$ cat src/rtl/regfile_spill_fill.sv
// Context save/restore engine for the 8-entry register file (R1..R4, S1..S4).
// Spill streams masked registers out; fill writes streamed words into masked registers.
module regfile_spill_fill #(
    parameter logic [2:0] LOAD_CODE = 3'b010,
    parameter logic [2:0] HOLD_CODE = 3'b010
) (
    input  logic        i_clock,
    input  logic        i_reset,
    input  logic        i_start,
    input  logic        i_dir,
    input  logic [7:0]  i_mask,
    output logic        o_busy,
    output logic        o_done,
    input  logic [31:0] i_rf_outa,
    output logic [2:0]  o_rf_outa_sel,
    output logic [31:0] o_rf_i,
    output logic [2:0]  o_rf_fun_sel,
    output logic [3:0]  o_rf_reg_sel,
    output logic [3:0]  o_rf_scr_sel,
    output logic [31:0] o_dout,
    output logic        o_dout_valid,
    input  logic        i_dout_ready,
    input  logic [31:0] i_din,
    input  logic        i_din_valid,
    output logic        o_din_ready
);

    localparam logic [2:0] S_IDLE   = 3'd0;
    localparam logic [2:0] S_SP_RD  = 3'd1;
    localparam logic [2:0] S_SP_OUT = 3'd2;
    localparam logic [2:0] S_FL_IN  = 3'd3;
    localparam logic [2:0] S_FL_WR  = 3'd4;
    localparam logic [2:0] S_DONE   = 3'd5;

    logic [2:0]  r_state;
    logic [7:0]  r_pend;
    logic [31:0] r_dout;
    logic [31:0] r_rf_i;
    logic        r_dout_valid;

    logic [2:0]  w_idx;
    logic [7:0]  w_onehot;
    logic [7:0]  w_pend_clr;
    logic [3:0]  w_reg_sel;
    logic [3:0]  w_scr_sel;
    logic        w_wr;

    // Lowest pending index first, so registers are visited R1 -> S4.
    always_comb begin
        w_idx = 3'd0;
        for (int i = 7; i >= 0; i--) begin
            if (r_pend[i]) begin
                w_idx = 3'(i);
            end
        end
    end

    assign w_onehot   = 8'd1 << w_idx;
    assign w_pend_clr = r_pend & ~w_onehot;
    assign w_wr       = (r_state == S_FL_WR);

    // Enable vectors are bit-reversed: bit 3 selects the first register of each bank.
    genvar gi;
    generate
        for (gi = 0; gi < 4; gi++) begin : g_sel
            assign w_reg_sel[3-gi] = w_onehot[gi];
            assign w_scr_sel[3-gi] = w_onehot[4+gi];
        end
    endgenerate

    always_ff @(posedge i_clock or posedge i_reset) begin
        if (i_reset) begin
            r_state      <= S_IDLE;
            r_pend       <= 8'd0;
            r_dout       <= 32'd0;
            r_rf_i       <= 32'd0;
            r_dout_valid <= 1'b0;
        end else begin
            case (r_state)
                S_IDLE: begin
                    if (i_start) begin
                        r_pend <= i_mask;
                        if (i_mask == 8'd0) begin
                            r_state <= S_DONE;
                        end else begin
                            r_state <= i_dir ? S_FL_IN : S_SP_RD;
                        end
                    end
                end
                S_SP_RD: begin
                    r_dout       <= i_rf_outa;
                    r_dout_valid <= 1'b1;
                    r_state      <= S_SP_OUT;
                end
                S_SP_OUT: begin
                    if (i_dout_ready) begin
                        r_dout_valid <= 1'b0;
                        r_pend       <= w_pend_clr;
                        r_state      <= (w_pend_clr != 8'd0) ? S_SP_RD : S_DONE;
                    end
                end
                S_FL_IN: begin
                    if (i_din_valid) begin
                        r_rf_i  <= i_din;
                        r_state <= S_FL_WR;
                    end
                end
                S_FL_WR: begin
                    r_pend  <= w_pend_clr;
                    r_state <= (w_pend_clr != 8'd0) ? S_FL_IN : S_DONE;
                end
                S_DONE: begin
                    r_state <= S_IDLE;
                end
                default: begin
                    r_state <= S_IDLE;
                end
            endcase
        end
    end

    assign o_busy        = (r_state == S_SP_RD) || (r_state == S_SP_OUT) ||
                           (r_state == S_FL_IN) || (r_state == S_FL_WR);
    assign o_done        = (r_state == S_DONE);
    assign o_din_ready   = (r_state == S_FL_IN);
    assign o_dout        = r_dout;
    assign o_dout_valid  = r_dout_valid;
    assign o_rf_i        = r_rf_i;
    assign o_rf_outa_sel = w_idx;
    assign o_rf_fun_sel  = w_wr ? LOAD_CODE : HOLD_CODE;
    assign o_rf_reg_sel  = w_wr ? w_reg_sel : 4'd0;
    assign o_rf_scr_sel  = w_wr ? w_scr_sel : 4'd0;

endmodule

$ cat config.mk
export PLATFORM = sky130hd
export DESIGN_NAME = regfile_spill_fill
export DESIGN_NICKNAME = d
export VERILOG_FILES = /design/src/rtl/regfile_spill_fill.sv
export SDC_FILE = /design/constraint.sdc
export NUM_CORES = 1
export LEC_CHECK = 0
export ABC_CLOCK_PERIOD_IN_PS = 2100
export BUFFER_PORTS_ARGS = -buffer_cell sky130_fd_sc_hd__buf_2
export CORE_ASPECT_RATIO = 1.75
export CORE_MARGIN = 2
export CORE_UTILIZATION = 43
export CTS_BUF_LIST = sky130_fd_sc_hd__clkbuf_8
export DETAILED_ROUTE_END_ITERATION = 16
export GPL_ROUTABILITY_DRIVEN = 0
export PLACE_DENSITY = 0.81
export SLEW_MARGIN = 10
export SYNTH_ARGS = -nofsm -noshare
export SYNTH_HDL_FRONTEND = slang
export SYNTH_SLANG_ARGS = --single-unit
$ cat constraint.sdc
create_clock -name i_clock -period 2.1 [get_ports i_clock]
set_input_delay 0.315 -clock i_clock [delete_from_list [all_inputs] [get_ports i_clock]]
set_output_delay 0.315 -clock i_clock [all_outputs]
set_load 0.02 [all_outputs]
==> run_results.csv, run 1 <==
group,metric,value,unit
critical_path,cp-startpoint,"r_pend[1]",
power,ir_drop,971,µV
final_layout,syn_to_final_growth,38.9,%
critical_path,crit_required,1780,ps
cts,clk_pin_slew,80,ps
critical_path,critPathCaptureType,"output port",
detailed_routing,drt-vias-per-instance,5.28,
power,p_leak,2.25,nW
detailed_routing,drtAntennaViolNets,0,
outcome,status,"finished with violations",
critical_path,crit_type,"flip-flop to output port",
synthesis,seq_area_frac_synth,56.8,%
floorplan,start_util,44.3,%
synthesis,synth-compound-area-share,9.15,%
synthesis,synth_top_family_by_area,"multiplexers",
floorplan,design.portCount,160,
sta,fmax,457,MHz
sta,slew_violations,0,
global_route,grt-ovfl-total,0,
floorplan,core_area,7570,µm²
sta,worst_slack,-87.9,ps
synthesis,syn_inst,260,
cts,ctsRootBufferMaster,"clkbuf_8",
synthesis,synthMuxAreaShare,21.8,%
sta,maxSlewHeadroom,50.6,%
cts,hold_buffers,0,
synthesis,synth_xor_xnor_area_share,0.523,%
synthesis,synth_top_cell_area_share,56.8,%
final_layout,final_area,4660,µm²
placed_design,dp_slack,141,ps
global_route,grtUsageTotal,19.4,%
final_layout,final_cells,521,
synthesis,ys_types,43,
global_route,grt_pass1_vias,2831,
detailed_routing,drcViolationCount,0,
sta,rsz0062_at_grt,"yes",
detailed_routing,drt_iter0_drc,90,
global_route,antenna_found_initial,0,
synthesis,ys_async_sr_fraction,100,%
sta,worst_slew_pin_slew,722,ps
detailed_routing,wirelength,8390,µm
sta,hold_viol_final,0,
critical_path,rrSetupSlack,60,ps
detailed_routing,vias,2749,
cts,clock_path_buffers,2,
detailed_routing,avgRoutedWirePerCell,16.1,µm
sta,fin_crit_sh,104,%
sta,finalSetupViolCount,7,
power,powerDensity,1750,nW/µm²
worst_hold_path,min_path_type,"input port to asynchronous set/reset pin",
floorplan,die_h,121,µm
final_layout,fin_nets,506,
placed_design,dp_cells,497,
cts,cts_num_sinks,76,
cts,cts_buffers,9,
floorplan,placement_rows,42,
job,cap_violations,0,
critical_path,worstSetupStartpointType,"flip-flop",
synthesis,yosysMostFrequentCell,"dfrtp_1",
synthesis,yosys_most_used_dff,"dfrtp_1",
placed_design,dp_hpwl,6090,µm
global_route,grt_pass1_wl,12800,µm
synthesis,synth-simple-area-share,7.77,%
cts,clock_latency,350,ps
synthesis,synthesis.area,3350,µm²
floorplan,die_x,70.7,µm
sta,fin_skew,8.17,ps
final_layout,final_util,61.5,%
synthesis,synth_edf_count,0,
synthesis,synthTopCellsByArea,"dfrtp_1 (57%), mux2_2 (22%), o21ai_0 (1.3%), nor2_1 (1.3%), a22o_1 (1.3%)",
placed_design,numPortBuffers,156,
synthesis,synth-adder-area-share,0.299,%
synthesis,yosys-top-cells-count,"dfrtp_1 (76), mux2_2 (65), nor2_1 (12)",
critical_path,crit_fanout,4,
synthesis,avgSynthCellArea,12.9,µm²
critical_path,r2r_start,"r_pend[1]",
critical_path,cp.arrival,1870,ps
floorplan,dieArea,8540,µm²
cts,cts_tree,"yes",
synthesis,ys_warn_count,0,
final_layout,antennaDiodeCount,0,
synthesis,synth_top_area_cell,"dfrtp_1",
global_route,grt_max_degree,77,
placed_design,place_area,4280,µm²
detailed_routing,dr.pass1.iters,4,
synthesis,synth-seq-cells,76,
outcome,failed_checks,"setup timing",
cts,htree_levels,3,
final_layout,drive_gt1_share,65.4,%
sta,finalCriticalPeriod,2190,ps
-- final timing paths --
kind	endpoint	cells past startpoint
setup reg to reg	r_pend[6]	5
hold / removal	o_dout[19]	3
min in group i_clock	o_dout[15]	2
max in group asynchronous	r_pend[4]	3
hold reg to reg	o_rf_i[12]	1
setup / recovery	o_rf_scr_sel[0]	5
-- cells in the final DEF (no fill, tap or decap), drive strengths merged, types with 3 or more instances in the layout --
cell type,synthesis,routed
a2111oi,3,3
a21o,3,3
a21oi,6,6
a22o,5,5
buf,13,172
clkbuf,4,11
conb,2,3
dfrtp,76,76
inv,7,8
mux2,65,65
nand2,7,7
nand2b,3,3
nand3,4,4
nor2,12,12
nor3,5,5
o21ai,9,9
o21bai,3,3
or2,4,4
or4,3,3
-- kinds of logic (layout without fill, tap and decap cells) --
family / after synthesis / after routing
DFF: 76 / 76
muxes: 65 / 65
and+or+nand+nor: 48 / 48
AOI/OAI and AO/OA: 42 / 42
buffers and inverters: 24 / 196
other: 2 / 3
xor gates and xnor gates: 2 / 2
adders and majority gates: 1 / 1
-- sequential cells by signal (all words and copies together), names as in the netlist --
signal,count
r_state,3
o_rf_i,32
o_dout,32
r_pend,8
o_dout_valid,1
-- final cells by class --
class / count / area [µm²]
Clock buffer: 10 / 138
Clock inverter: 6 / 80.1
Fill cell: 609 / 2910
Inverter: 7 / 30.0
Multi-Input combinational cell: 161 / 1440
Sequential cell: 76 / 1910
Tap cell: 88 / 110
Timing Repair Buffer: 173 / 946
-- critical path: stages, from the launching register on --
cell and delay (ps):
dfrtp_2 430, nor4_4 290, a21boi_4 270, nand3_4 120, nor3b_2 230, buf_4 170
-- stage by stage --
stage | hold WS, ps | power, mW | setup TNS, ps
2_1_floorplan | 422 | 5.37 | -43.9
3_3_place_gp | 453 | 6.54 | 0
3_5_place_dp | 467 | 6.67 | 0
4_1_cts | 89.3 | 8.10 | -124
5_1_grt | 109 | 8.59 | -782
6_report | 83.7 | 8.13 | -228
-- timing repair --
item | in CTS | in global routing
setup buffers | 6 | 2
endpoints found under the setup margin | 10 | 9
pin swaps | 3 | 7
cloned | 0 | 0
hold endpoints to repair | 0 | 0
gates resized for setup | 25 | 5
-- per-layer routing --
| metal | vias to the layer above | track usage, % | routed length [µm] |
|---|---|---|---|
| met3 | 29 | 3.58 | 416 |
| met1 | 1343 | 18.8 | 2850 |
| met2 | 113 | 35.9 | 4750 |
| li1 | 1264 | - | - |
| met4 | 0 | 13.3 | 377 |
| met5 | - | 0 | 0 |
-- power breakdown --
part / internal (mW) / switching (mW) / total (mW)
registers: 2.22 / 0.485 / 2.71
clock network: 0.691 / 0.519 / 1.21
logic: 1.85 / 2.36 / 4.21
total: 4.76 / 3.37 / 8.13
Note: power is estimated with default switching activity, not from simulation.
==> inputs of run 2 (changes only) <==
--- a/config.mk
+++ b/config.mk
@@ -5,11 +5,11 @@
 export SDC_FILE = /design/constraint.sdc
 export NUM_CORES = 1
 export LEC_CHECK = 0
-export ABC_CLOCK_PERIOD_IN_PS = 2100
+export ABC_CLOCK_PERIOD_IN_PS = 2220
 export BUFFER_PORTS_ARGS = -buffer_cell sky130_fd_sc_hd__buf_2
 export CORE_ASPECT_RATIO = 1.75
-export CORE_MARGIN = 2
-export CORE_UTILIZATION = 43
+export CORE_MARGIN = 10
+export CORE_UTILIZATION = 45
 export CTS_BUF_LIST = sky130_fd_sc_hd__clkbuf_8
 export DETAILED_ROUTE_END_ITERATION = 16
 export GPL_ROUTABILITY_DRIVEN = 0
==> constraint.sdc (replaced) <==
create_clock -name i_clock -period 2.22 [get_ports i_clock]
set_input_delay 0.333 -clock i_clock [delete_from_list [all_inputs] [get_ports i_clock]]
set_output_delay 0.333 -clock i_clock [all_outputs]
set_load 0.02 [all_outputs]
==> run_results.csv, run 2 (same netlist as run 1, synthesis figures left out) <==
group,metric,value,unit
outcome,status,"finished, final reports clean",
critical_path,crit_fanout,5,
final_layout,mostFrequentLayoutCell,"buf_2",
final_layout,antennaDiodeCount,0,
floorplan,die_h,134,µm
detailed_routing,drtAntennaViolNets,0,
sta,hold_viol_final,0,
placed_design,dp_cells,496,
floorplan,placement_rows,41,
final_layout,seq_area,1910,µm²
sta,fmax,457,MHz
global_route,grt-ovfl-total,0,
final_layout,final_area,4650,µm²
critical_path,cp_cell_sequence,"nor2_4, a21boi_4, or2_2, a211oi_2, buf_4",
global_route,antenna_found_initial,0,
cts,cts_tree,"yes",
final_layout,final_cell_mix,"buf_2 (151), dfrtp_1 (67), mux2_2 (65)",
global_route,grt_pass1_wl,15900,µm
power,ir_drop,731,µV
final_layout,multiInputGateArea,1440,µm²
critical_path,critPathBufInv,1,
detailed_routing,drt-vias-per-instance,5.33,
final_layout,fillCellCount,569,
sta,slew_violations,0,
critical_path,crit_required,1890,ps
final_layout,drive_gt1_share,66.6,%
detailed_routing,wirelength,10000,µm
power,p_int,4.38,mW
detailed_routing,vias,2790,
final_layout,syn_to_final_growth,38.9,%
placed_design,numPortBuffers,156,
placed_design,dp_slack,214,ps
sta,finalSetupViolCount,0,
worst_hold_path,min_path_type,"input port to asynchronous set/reset pin",
critical_path,critPathSlowestCell,"dfrtp_2",
cts,clk_pin_slew,80,ps
power,pwr-share-comb,53.2,%
floorplan,core_area,7230,µm²
sta,finalCriticalPeriod,2190,ps
cts,clock_path_buffers,2,
sta,fin_crit_sh,98.7,%
cts,ctsRootBufferMaster,"clkbuf_8",
cts,htree_levels,3,
power,p_leak,2.26,nW
final_layout,fin_nets,510,
global_route,grtUsageTotal,17.5,%
power,p_total,7.70,mW
critical_path,path_delay_family,"simple AND/OR/NAND/NOR gates",
sta,rsz0062_at_grt,"yes",
cts,cts_buffers,9,
sta,maxSlewHeadroom,63.3,%
cts,cts_num_sinks,76,
critical_path,critPathCaptureType,"output port",
power,power_switching,3.32,mW
critical_path,cp.arrival,1860,ps
critical_path,crit_type,"flip-flop to output port",
sta,hold_ws,19.3,ps
global_route,grt_max_degree,35,
floorplan,design.portCount,160,
critical_path,worstSetupStartpointType,"flip-flop",
power,p_seq_share,33.1,%
detailed_routing,avgRoutedWirePerCell,19.2,µm
detailed_routing,drt_iter0_drc,106,
detailed_routing,dr.pass1.iters,4,
global_route,grt_pass1_vias,3079,
job,cap_violations,0,
floorplan,dieArea,11400,µm²
critical_path,slowest_delay,470,ps
sta,setup_tns,0,ps
placed_design,dp_hpwl,7740,µm
power,clock_power_share,13.7,%
cts,clock_latency,350,ps
power,powerDensity,1660,nW/µm²
power,p_sw_share,43.1,%
placed_design,place_area,4270,µm²
sta,fin_skew,11.4,ps
sta,worst_slack,29.5,ps
final_layout,final_util,64.3,%
sta,worst_slew_pin_slew,537,ps
floorplan,start_util,46.3,%
final_layout,final_cells,523,
critical_path,rrSetupSlack,130,ps
detailed_routing,drcViolationCount,0,
floorplan,die_x,85.2,µm
## run 2: final cells by class
type                            count  area share (%)
Clock inverter                      7            1.64
Timing Repair Buffer              177            20.7
Clock buffer                        9            2.66
Sequential cell                    76            41.1
Inverter                            7           0.645
Tap cell                           86            2.31
Multi-Input combinational cell    161            30.9
## run 2: metal layers
metal  vias to the layer above  global-route usage, %  wire length, µm
met2                       141                   32.8             5690
met5                         -                      0                0
li1                       1270                      -                -
met3                        39                   5.22              755
met1                      1340                   15.5             3120
met4                         0                   10.8              470
## run 2: final timing paths
path,startpoint,end,cells past startpoint
max,r_pend[7],o_rf_reg_sel[0],5
min in group i_clock,i_mask[4],r_pend[4],3
max reg2reg,r_pend[1],r_state[1],5
max in group asynchronous,i_reset,r_pend[6],3
min reg2reg,o_dout[17],o_dout[17],1
min,i_reset,o_dout[4],2
## run 2: timing repair
action,in CTS,in global routing
pin swaps,2,4
setup buffers,7,4
hold buffers,0,0
resized for setup,20,12
endpoints found under the setup margin,7,9
## run 2: power by group through the flow
stage               clock network (mW)  registers [mW]  logic [mW]
finish                            1.05            2.55        4.10
global route                      1.14            2.64        4.41
CTS                               1.09            2.54        4.01
detailed placement                   0            2.58        3.77
global placement                     0            2.52        3.69
floorplan                            0            3.20        1.87
==> inputs of run 3 (changes only) <==
--- a/config.mk
+++ b/config.mk
@@ -5,8 +5,9 @@
 export SDC_FILE = /design/constraint.sdc
 export NUM_CORES = 1
 export LEC_CHECK = 0
+export ABC_AREA = 1
 export ABC_CLOCK_PERIOD_IN_PS = 2220
-export BUFFER_PORTS_ARGS = -buffer_cell sky130_fd_sc_hd__buf_2
+export BUFFER_PORTS_ARGS = -buffer_cell sky130_fd_sc_hd__buf_4
 export CORE_ASPECT_RATIO = 1.75
 export CORE_MARGIN = 10
 export CORE_UTILIZATION = 45
==> run_results.csv, run 3 <==
group,metric,value,unit
final_layout,final_area,4780,µm²
detailed_routing,vias,2957,
global_route,antenna_found_initial,0,
cts,hold_buffers,0,
sta,hold_viol_final,0,
floorplan,die_x,84.8,µm
synthesis,syn_inst,343,
sta,fin_crit_sh,93.8,%
final_layout,antennaDiodeCount,0,
critical_path,crit_required,1890,ps
power,powerDensity,1610,nW/µm²
global_route,grt_pass1_vias,3224,
sta,finalSetupViolCount,0,
global_route,grtUsageTotal,17.2,%
synthesis,synth-compound-area-share,3.82,%
floorplan,start_util,46.0,%
sta,hold_ws,19.5,ps
final_layout,fillCellCount,607,
final_layout,mostFrequentLayoutCell,"buf_4",
detailed_routing,wirelength,9940,µm
sta,fmax,480,MHz
placed_design,dp_cells,579,
worst_hold_path,min_path_type,"input port to asynchronous set/reset pin",
synthesis,seq_area_frac_synth,57.6,%
final_layout,syn_to_final_growth,44.6,%
synthesis,yosys_most_used_dff,"dfrtp_1",
synthesis,synth_top_area_cell,"dfrtp_1",
power,p_leak,2.56,nW
synthesis,ys_async_sr_fraction,100,%
synthesis,synth_edf_count,0,
cts,cts_num_sinks,76,
synthesis,synthTopCellsByArea,"dfrtp_1 (58%), nand2_1 (15%), mux2_2 (11%), inv_1 (2.5%), nor2_1 (2.0%)",
placed_design,numPortBuffers,156,
power,ir_drop,772,µV
detailed_routing,drtAntennaViolNets,0,
floorplan,die_h,133,µm
outcome,status,"finished, final reports clean",
cts,postCtsSetupBuffers,0,
synthesis,ys_warn_count,0,
synthesis,avgSynthCellArea,9.63,µm²
floorplan,core_area,7180,µm²
global_route,grt_max_degree,38,
cts,cts_buffers,9,
global_route,grt_pass1_wl,15800,µm
cts,clk_pin_slew,70,ps
detailed_routing,drt_iter0_drc,114,
critical_path,critPathCaptureType,"output port",
detailed_routing,avgRoutedWirePerCell,16.7,µm
synthesis,synth-simple-area-share,22.2,%
synthesis,synthMuxAreaShare,10.9,%
detailed_routing,dr.pass1.iters,4,
synthesis,yosysMostFrequentCell,"nand2_1",
cts,htree_levels,3,
detailed_routing,drcViolationCount,0,
synthesis,yosys-top-cells-count,"nand2_1 (129), dfrtp_1 (76), mux2_2 (32)",
sta,finalCriticalPeriod,2080,ps
final_layout,drive_gt1_share,44.1,%
critical_path,cp.arrival,1750,ps
critical_path,crit_fanout,7,
synthesis,synth-seq-cells,76,
synthesis,synth_top_cell_area_share,57.6,%
floorplan,design.portCount,160,
synthesis,synth_top_family_by_area,"simple AND/OR/NAND/NOR gates",
final_layout,final_cells,594,
floorplan,dieArea,11300,µm²
cts,ctsRootBufferMaster,"clkbuf_8",
critical_path,worstSetupStartpointType,"flip-flop",
power,p_total,7.69,mW
job,cap_violations,0,
synthesis,synth_xor_xnor_area_share,0,%
sta,slew_violations,0,
cts,clock_path_buffers,2,
placed_design,dp_hpwl,8040,µm
synthesis,synth-adder-area-share,0,%
cts,cts_tree,"yes",
placed_design,place_area,4590,µm²
floorplan,placement_rows,41,
final_layout,fin_nets,582,
global_route,grt-ovfl-total,0,
cts,clock_latency,340,ps
critical_path,crit_type,"flip-flop to output port",
synthesis,synthesis.area,3300,µm²
sta,rsz0062_at_grt,"yes",
sta,fin_skew,8.06,ps
final_layout,final_cell_mix,"buf_4 (160), nand2_1 (128), dfrtp_1 (76)",
detailed_routing,drt-vias-per-instance,4.98,
synthesis,ys_types,31,
## run 3: changes by cell type after synthesis, sizes merged, moves of 5 or more
cell and change:
inv +21, nand2 +123, nor2 +10, nand3 +5, mux2 -33, a22o -5
buf -7
## run 3: cell type report
class | instances | area (µm²) | share of cell area [%]
inverter | 29 | 118 | 2.46
clock inverter | 5 | 46.3 | 0.969
sequential | 76 | 1900 | 39.8
multi-input combinational | 227 | 1250 | 26.1
tap | 86 | 108 | 2.25
timing repair buffer | 161 | 1220 | 25.6
clock buffer | 10 | 138 | 2.88
## run 3: metal layers
layer	up-vias	part of all wire (%)	GRT usage, %
met3	17	10	8.73
li1	1404	-	-
met5	-	0	0
met4	0	2.4	8.00
met1	1398	34	15.9
met2	138	53	30.4
## run 3: repair_timing
| item | in CTS | in global routing |
|---|---|---|
| hold endpoints to repair | 0 | 0 |
| endpoints found under the setup margin | 0 | 7 |
| gates resized for setup | 0 | 3 |
## run 3: report_power, final
part	internal [mW]	leakage, nW	switching (mW)
Combinational	1.70	1.54	2.51
Clock	0.530	0.106	0.457
Sequential	2.09	0.922	0.406
## run 3: final timing paths
kind,from,to,slack (ps),cells past startpoint
max,r_pend[5],o_rf_reg_sel[1],140,8
min,i_reset,o_rf_i[20],20,2
max reg2reg,r_pend[5],r_state[1],460,14
min reg2reg,o_dout[17],o_dout[17],480,2
max in group asynchronous,i_reset,o_dout[29],1600,3
min in group i_clock,i_rf_outa[4],o_dout[4],190,3
## run 3: critical path, cell delays in order, from the launching register on
cell,delay [ps]
dfrtp_1,420
nor2_2,150
nand2_1,60
nand2_1,50
nand2_1,110
inv_2,150
nand3_1,160
nor2_2,140
buf_4,160
## run 3: cell families (layout without fill, tap and decap cells)
kind of cell	count (synthesis)	count (layout)
flip-flops	76	76
multiplexers	32	32
buffers and inverters	41	205
AND/OR/NAND/NOR	172	172
other	2	3
AO/OA/AOI/OAI	20	20
## run 3: per-stage QoR
| step | worst slack [ps] | TNS, ps | util, % |
|---|---|---|---|
| 6_report | 138 | 0 | 66.5 |
| 5_1_grt | -37.2 | -61.2 | 66.5 |
| 4_1_cts | 85.9 | 0 | 66.4 |
| 3_5_place_dp | 464 | 0 | 63.9 |
| 3_3_place_gp | 532 | 0 | 63.9 |
| 2_1_floorplan | 452 | 0 | - |
